$ cat src/rtl/fir_coef_bank.sv
// Double-buffered FIR coefficient bank behind a Wishbone slave; a commit copies shadow to active on fir_ce.
// Define FIR_COEF_SYM_EN for symmetric mode: only taps 0..(NTAPS-1)/2 addressable, writes mirrored.
module fir_coef_bank #(
    parameter int NTAPS = 33,
    parameter int CW    = 16,
    parameter int DW    = 16,
    parameter int AW    = 8
) (
    input  logic                  clk,
    input  logic                  rst,
    input  logic [AW-1:0]         wb_adr,
    input  logic [DW-1:0]         wb_wr_dat,
    output logic [DW-1:0]         wb_rd_dat,
    input  logic                  wb_we,
    input  logic [DW/8-1:0]       wb_sel,
    input  logic                  wb_stb,
    input  logic                  wb_cyc,
    output logic                  wb_ack,
    output logic                  wb_err,
    input  logic                  fir_ce,
    output logic [NTAPS*CW-1:0]   coeff,
    output logic                  coeff_upd,
    output logic [15:0]           testvec_sel
);
    localparam int SW = DW / 8;
    localparam int IW = (NTAPS > 1) ? $clog2(NTAPS) : 1;
    localparam int XW = (DW > 16) ? DW : 16;
    localparam logic [CW-1:0] UNITY = CW'(1) << (CW - 2);
    localparam logic [AW-1:0] ADR_CTRL    = AW'(7'h40);
    localparam logic [AW-1:0] ADR_STATUS  = AW'(7'h41);
    localparam logic [AW-1:0] ADR_TESTVEC = AW'(7'h42);
    localparam logic [AW-1:0] ADR_CNT     = AW'(7'h43);
`ifdef FIR_COEF_SYM_EN
    localparam int NADDR = (NTAPS - 1) / 2 + 1;
`else
    localparam int NADDR = NTAPS;
`endif

    typedef enum logic {IDLE, PENDING} state_t;
    state_t state, state_nx;

    logic [CW-1:0] shadow [NTAPS];
    logic [15:0]   commit_cnt;
    logic          copied;

    logic          acc, is_coef, coef_wr, tv_wr, commit_req, resp_err, do_copy;
    logic [DW-1:0] wmask, rd_val, old_ext;
    logic [IW-1:0] tap;
    logic [CW-1:0] coef_new;
    logic [15:0]   tv_new;
`ifdef FIR_COEF_SYM_EN
    logic [IW-1:0] mirror;
    assign mirror = IW'(NTAPS - 1) - tap;
`endif

    // Request decode; a response is registered one cycle after acceptance.
    always_comb begin
        acc        = wb_cyc & wb_stb & ~wb_ack & ~wb_err;
        tap        = wb_adr[IW-1:0];
        is_coef    = wb_adr < AW'(NADDR);
        for (int b = 0; b < SW; b++) wmask[b*8 +: 8] = {8{wb_sel[b]}};
        old_ext    = DW'($signed(shadow[tap]));
        coef_new   = CW'((old_ext & ~wmask) | (wb_wr_dat & wmask));
        tv_new     = 16'((XW'(testvec_sel) & ~XW'(wmask)) | (XW'(wb_wr_dat) & XW'(wmask)));
        resp_err   = 1'b0;
        rd_val     = '0;
        coef_wr    = 1'b0;
        tv_wr      = 1'b0;
        commit_req = 1'b0;
        if (is_coef) begin
            rd_val = old_ext;
            if (wb_we) begin
                if (state == PENDING) resp_err = 1'b1;
                else                  coef_wr  = 1'b1;
            end
        end else begin
            case (wb_adr)
                ADR_CTRL:    commit_req = wb_we & wb_sel[0] & wb_wr_dat[0];
                ADR_STATUS:  begin rd_val = DW'(state == PENDING); resp_err = wb_we; end
                ADR_TESTVEC: begin rd_val = DW'(testvec_sel);      tv_wr    = wb_we; end
                ADR_CNT:     begin rd_val = DW'(commit_cnt);       resp_err = wb_we; end
                default:     resp_err = 1'b1;
            endcase
        end
    end

    // Commit FSM: fir_ce only completes a commit once PENDING is the registered state.
    always_comb begin
        state_nx = state;
        do_copy  = 1'b0;
        case (state)
            IDLE:    if (acc && commit_req) state_nx = PENDING;
            PENDING: if (fir_ce) begin
                state_nx = IDLE;
                do_copy  = 1'b1;
            end
            default: state_nx = IDLE;
        endcase
    end

    always_ff @(posedge clk or posedge rst) begin
        if (rst) state <= IDLE;
        else     state <= state_nx;
    end

    always_ff @(posedge clk or posedge rst) begin
        if (rst) begin
            wb_ack      <= 1'b0;
            wb_err      <= 1'b0;
            wb_rd_dat   <= '0;
            testvec_sel <= '0;
            commit_cnt  <= '0;
            copied      <= 1'b0;
            coeff_upd   <= 1'b0;
            for (int k = 0; k < NTAPS; k++) begin
                shadow[k]          <= (k == NTAPS / 2) ? UNITY : '0;
                coeff[k*CW +: CW]  <= (k == NTAPS / 2) ? UNITY : '0;
            end
        end else begin
            wb_ack    <= acc & ~resp_err;
            wb_err    <= acc & resp_err;
            wb_rd_dat <= (acc && !resp_err && !wb_we) ? rd_val : '0;
            copied    <= do_copy;
            coeff_upd <= copied;
            if (acc && coef_wr) begin
                shadow[tap] <= coef_new;
`ifdef FIR_COEF_SYM_EN
                shadow[mirror] <= coef_new;
`endif
            end
            if (acc && tv_wr) testvec_sel <= tv_new;
            if (do_copy) begin
                for (int k = 0; k < NTAPS; k++) coeff[k*CW +: CW] <= shadow[k];
                commit_cnt <= commit_cnt + 16'd1;
            end
        end
    end
endmodule

$ cat config.mk
export PLATFORM = sky130hd
export DESIGN_NAME = fir_coef_bank
export DESIGN_NICKNAME = d
export VERILOG_FILES = /design/src/rtl/fir_coef_bank.sv
export SDC_FILE = /design/constraint.sdc
export NUM_CORES = 2
export LEC_CHECK = 0
export ABC_CLOCK_PERIOD_IN_PS = 45300
export CAP_MARGIN = 15
export CORE_ASPECT_RATIO = 0.8
export CORE_MARGIN = 5
export CORE_UTILIZATION = 28
export DETAILED_ROUTE_END_ITERATION = 6
export GPL_TIMING_DRIVEN = 0
export HOLD_SLACK_MARGIN = 0.02
export PLACE_DENSITY = 0.48
export RECOVER_POWER = 50
export SLEW_MARGIN = 40
export SYNTH_ARGS = -nofsm -noshare
export SYNTH_HDL_FRONTEND = slang
export SYNTH_SLANG_ARGS = --single-unit
export TNS_END_PERCENT = 20
$ cat constraint.sdc
create_clock -name clk -period 45.3 [get_ports clk]
set_clock_uncertainty 0.2 [all_clocks]
set_input_delay 4.53 -clock clk [delete_from_list [all_inputs] [get_ports clk]]
set_output_delay 4.53 -clock clk [all_outputs]
set_load 0.03 [all_outputs]
-- Word level (Yosys, flattened, before mapping)
Cells that the tools add are included.
- add/subtract/negate cells: 1
- order comparisons: 3
- equality and inequality tests: 4
- muxes and demuxes: 25
- bitwise operators: 18
- reduce and logical (&&, ||, !) cells: 10
- operators by type and width (cell ; number):
    $bwmux W528 ; 1
    $bmux W16 S6 ; 1
    $demux W16 S6 ; 1
    $mux W16 ; 5
    $and A16 B16 Y16 ; 3
    $pmux W16 S3 ; 1
    $eq A8 B7 Y1 const B ; 4
    $or A16 B16 Y16 ; 2
    $add A16 B1 Y16 const B ; 1
    $not A16 Y16 ; 1
    $mux W1 ; 14
    $lt A8 B6 Y1 const B ; 1
    $and A1 B1 Y1 ; 7
    $ge A7 B7 Y1 const B ; 1
    $lt A7 B1 Y1 const B ; 1
    $not A6 Y7 ; 1
    $logic_and A1 B1 Y1 ; 6
    $not A1 Y1 ; 4
    $pmux W1 S2 ; 2
    $reduce_or A2 Y1 ; 2
    $logic_not A1 Y1 ; 2
- register bits after elaboration: 1109
- logic and storage cells: 103

-- Logic depth before layout (Yosys ltp)
- depth after elaboration: 8
- mapped depth: 13

-- Worst setup path before layout
No wires, ideal clock.
- path kind: in2reg
- start: in wb_adr[0]
- end: reg shadow[213] (netlist name)
- library setup time: 0.134 ns
- data arrival time: 6.492 ns
- path slack: 38.474 ns
- stages: 10
- buffers on the path: 5
- cell sequence: buf_6 buf_6 buf_4 buf_4 mux4_2 mux2i_1 o21ai_2 nor3_4 buf_6 o31ai_1
- cells in the longest elaborated chain, start to end: 7
- elaborated cells on any way between the ends: 15
- classes of those cells: 3 x order compare; 7 x mux; 3 x bitwise; 2 x reduce/logical
- RTL lines (element ; RTL line ; text):
    from (decl) ; 11 ; input logic [AW-1:0] wb_adr,
    $not A6 Y7 (implied by the code) ; 62, 126 ;
    $bmux W16 S6 ; 62 ; old_ext = DW'($signed(shadow[tap]));
    $mux W16 (implied by the code) (2 in series) ; 62 ;
    $and A16 B16 Y16 ; 63 ; coef_new = CW'((old_ext & ~wmask) | (wb_wr_dat & wmask));
    $or A16 B16 Y16 ; 63 ;
    $bwmux W528 ; 126 ; shadow[tap] <= coef_new;
    to (signal, indexed assignment) ; 116 ; shadow[k] <= (k == NTAPS / 2) ? UNITY : '0;
    to (signal, indexed assignment) ; 126 ;
    to (decl) ; 42 ; logic [CW-1:0] shadow [NTAPS];
Several ways; a longest one is shown, not always the timed one. The select of a mux whose other input is x is not followed.
A chain may end at the register's enable or synchronous reset.

==> metrics.cfg <==
[outcome]
run_status = complete, but fails checks
violated_checks = capacitance limit, slew limit

[sta]
worst-slew-pin-transition_ps = 4230
slew_headroom = -1.82
setup_viol = 0
final.setup.worst_slack_ps = 27830
period_share = 0.386
sum_neg_setup_slack_ps = 0
rsz0062_at_grt = no
hold_viol_final = 0
maxSlewViolCount = 1153
period_minus_slack_ps = 17470
max_freq_ghz = 0.0572

[clocking]
cts_repair_resize_count = 0
max-clock-path-buffers = 3
cts_tree = yes
clock_sinks = 1109
clockRootBuffer = sky130_fd_sc_hd__clkbuf_16
cts.repair_timing.setup_buffer_count = 0
cts.htree.levels = 3
cts_hold_repair.buffers = 0
tritoncts.num_buffers = 119
worst_setup_hold_path_clk_slew_ps = 70
clk-insertion-delay-late_ps = 770

[synth]
synth-edff-count = 0
synth_nets = 4787
netlist_instances = 4754
number_of_warnings_reported_in_the_yosys_synthesis_log = 0
synthArstFlopShare = 1.00
synth_seq_cells = 1109
synth.cell_area_um2 = 46100
library_cell_with_the_highest_instance_count_after_synthesis = sky130_fd_sc_hd__nand2_1
post_synth.cell_area_avg_um2 = 9.70
biggest_area_contributors_in_the_synthesized_netlist = sky130_fd_sc_hd__dfrtp_1 60%, sky130_fd_sc_hd__nand2_1 18%, sky130_fd_sc_hd__mux2i_1 4.5%
post-synth-top-area-cell = sky130_fd_sc_hd__dfrtp_1
synthDominantCellAreaShare = 0.601
synth_top_flop_cell = sky130_fd_sc_hd__dfrtp_1
synth-seq-area-share = 0.602
synth.cells.most_frequent = 2179 x sky130_fd_sc_hd__nand2_1, 1107 x sky130_fd_sc_hd__dfrtp_1, 343 x sky130_fd_sc_hd__o21ai_0, 261 x sky130_fd_sc_hd__clkbuf_1, 209 x sky130_fd_sc_hd__mux2i_1
netlist-cell-type-count = 52

[setup_path]
cp.arrival_ps = 17170
worstPathBufferInverterCount = 6
critical_path.max_stage_delay_ps = 3020
cp_num_cells = 6
r2r.worst_path.cells = 7
criticalPathCategory = input pin to asynchronous set/reset pin
worstSetupEndpointType = asynchronous set/reset pin
critical_path.cell_chain = dlygate4sd3_1 -> clkinvlp_2 -> clkbuf_1 -> clkbuf_1 -> clkbuf_1 -> clkbuf_1
critical_path.max_fanout = 75
startpoint_type = input pin
critPathRequiredTime_ps = 45000
worst_path_most_repeated_cell = sky130_fd_sc_hd__clkbuf_1
critPathTopFamily = buffers and inverters
slowest_stage_cell_on_the_critical_path = sky130_fd_sc_hd__clkbuf_1

[floorplanning]
dieHeight_um = 373
std_cell_rows = 133
boundary_pin_count = 595
dieArea_um2 = 173000
floorplan.die.width_um = 464
floorplan.core_area_um2 = 164000
start_util = 0.281

[grt]
global_route.usage.met2 = 0.397
grt_usage = 0.245
overflow = 0
antenna_found_initial = 14
busiest_layer = met2
use_met3 = 0.0492
grt_first_pass_wirelength_mm = 304
grt_util_met1 = 0.321
grt_pass1_vias = 38800
pin_count_of_the_biggest_net_entering_global_routing = 78

[placed_design]
placement.cell_area_um2 = 55400
placed_cells_incl_taps = 7533
gpl.final_weighted_congestion = 0.926
hpwl_detailed_mm = 167
detailedPlace.worstSlack_ps = 35610
port_buf_inserts = 593

[routing]
avgViaCountPerCell = 5.00
wirelength_mm = 218
drtIter0Drc = 4128
dr.pass1.iters = 5
detail_route.drc_violations = 0
detail_route.wl_per_cell_um = 28.1
final_antenna_net_count = 0
routed-via-count = 38800

[power]
power_per_cell_area_nw_per_um2 = 36.2
design_power_total_mw = 2.14
max-vdd-ir-drop_v = 0.0000329
total_leakage_power_nw = 28.9

[min_path]
timing.hold.worst_path_depth = 0
path_class_of_the_lowest_slack_min_delay_path = flop to flop

[layout]
finish.cell_count_without_fillers = 7767
area_growth_syn_to_layout_pct = 28.1
finished_cell_area_um2 = 59100
post_route_cells_drive_above_1_share = 0.0718
nets = 5529

[run]
max-cap-violations = 18

## flip-flops by register name, indices dropped and copies added (netlist names), named ones only
register	cells
coeff	528
wb_ack	1
state	1
commit_cnt	16
wb_err	1
wb_rd_dat	16
coeff_upd	1
shadow	528
copied	1
## routing by layer
layer	up-vias	wire length, µm
met2	1519	102000
met5	-	0
li1	17200	-
met1	19700	90200
met3	357	15300
met4	0	10400
## final cells by class
cell class / count / area, µm²
Antenna cell: 12 / 30.0
Inverter: 2 / 8.76
Multi-Input combinational cell: 3292 / 16800
Clock buffer: 181 / 3500
Fill cell: 16800 / 105000
Buffer: 351 / 1690
Sequential cell: 1109 / 27800
Tap cell: 2160 / 2700
Clock inverter: 39 / 473
Timing Repair Buffer: 621 / 6100
## per-stage QoR
stage / hold WS (ps) / util
2_1_floorplan: 131 / -
5_1_grt: 195 / 0.360
4_1_cts: 201 / 0.362
3_3_place_gp: 216 / 0.334
6_report: 201 / 0.360
3_5_place_dp: 206 / 0.338
## cell usage in the layout, fill, tap and decap left out, drive strengths merged, types with 4 or more instances in the layout
cell,n
a21oi,4
a22oi,105
a32oi,13
and2,4
and3,10
buf,87
bufinv,9
clkbuf,473
clkdlybuf4s50,362
clkinv,23
clkinvlp,4
dfrtp,1107
diode,12
dlygate4sd3,231
inv,5
mux2,18
mux2i,209
mux4,32
nand2,2179
nand2b,7
nand3,24
nor2,33
nor2b,13
nor3,11
o21ai,359
o21bai,7
o22ai,31
o31ai,199
xnor2,14
## final timing paths
path	start	endpoint	slack (ps)
worst max-delay path	rst	coeff[485]	27830
worst min-delay path	copied	coeff_upd	200
worst max register to register	state	coeff[249]	40940
worst min register to register	copied	coeff_upd	200
max in group clk	wb_adr[1]	shadow[74]	36140
min in group asynchronous	rst	coeff_upd	4610
## logic make-up after synthesis
logic type,share of synthesized area
and+or+nand+nor,0.192
DFF,0.602
AOI/OAI and AO/OA,0.101
buffers and inverters,0.0362
muxes,0.0655
xor gates and xnor gates,0.00285
adders and majority gates,0.000271
## report_power, final
group	internal, mW	leakage [nW]	switching [mW]
Sequential	0.996	15.5	0.00718
Combinational	0.0266	11.5	0.0932
Clock	0.583	1.95	0.433
Power figures use the tool's default switching activity.
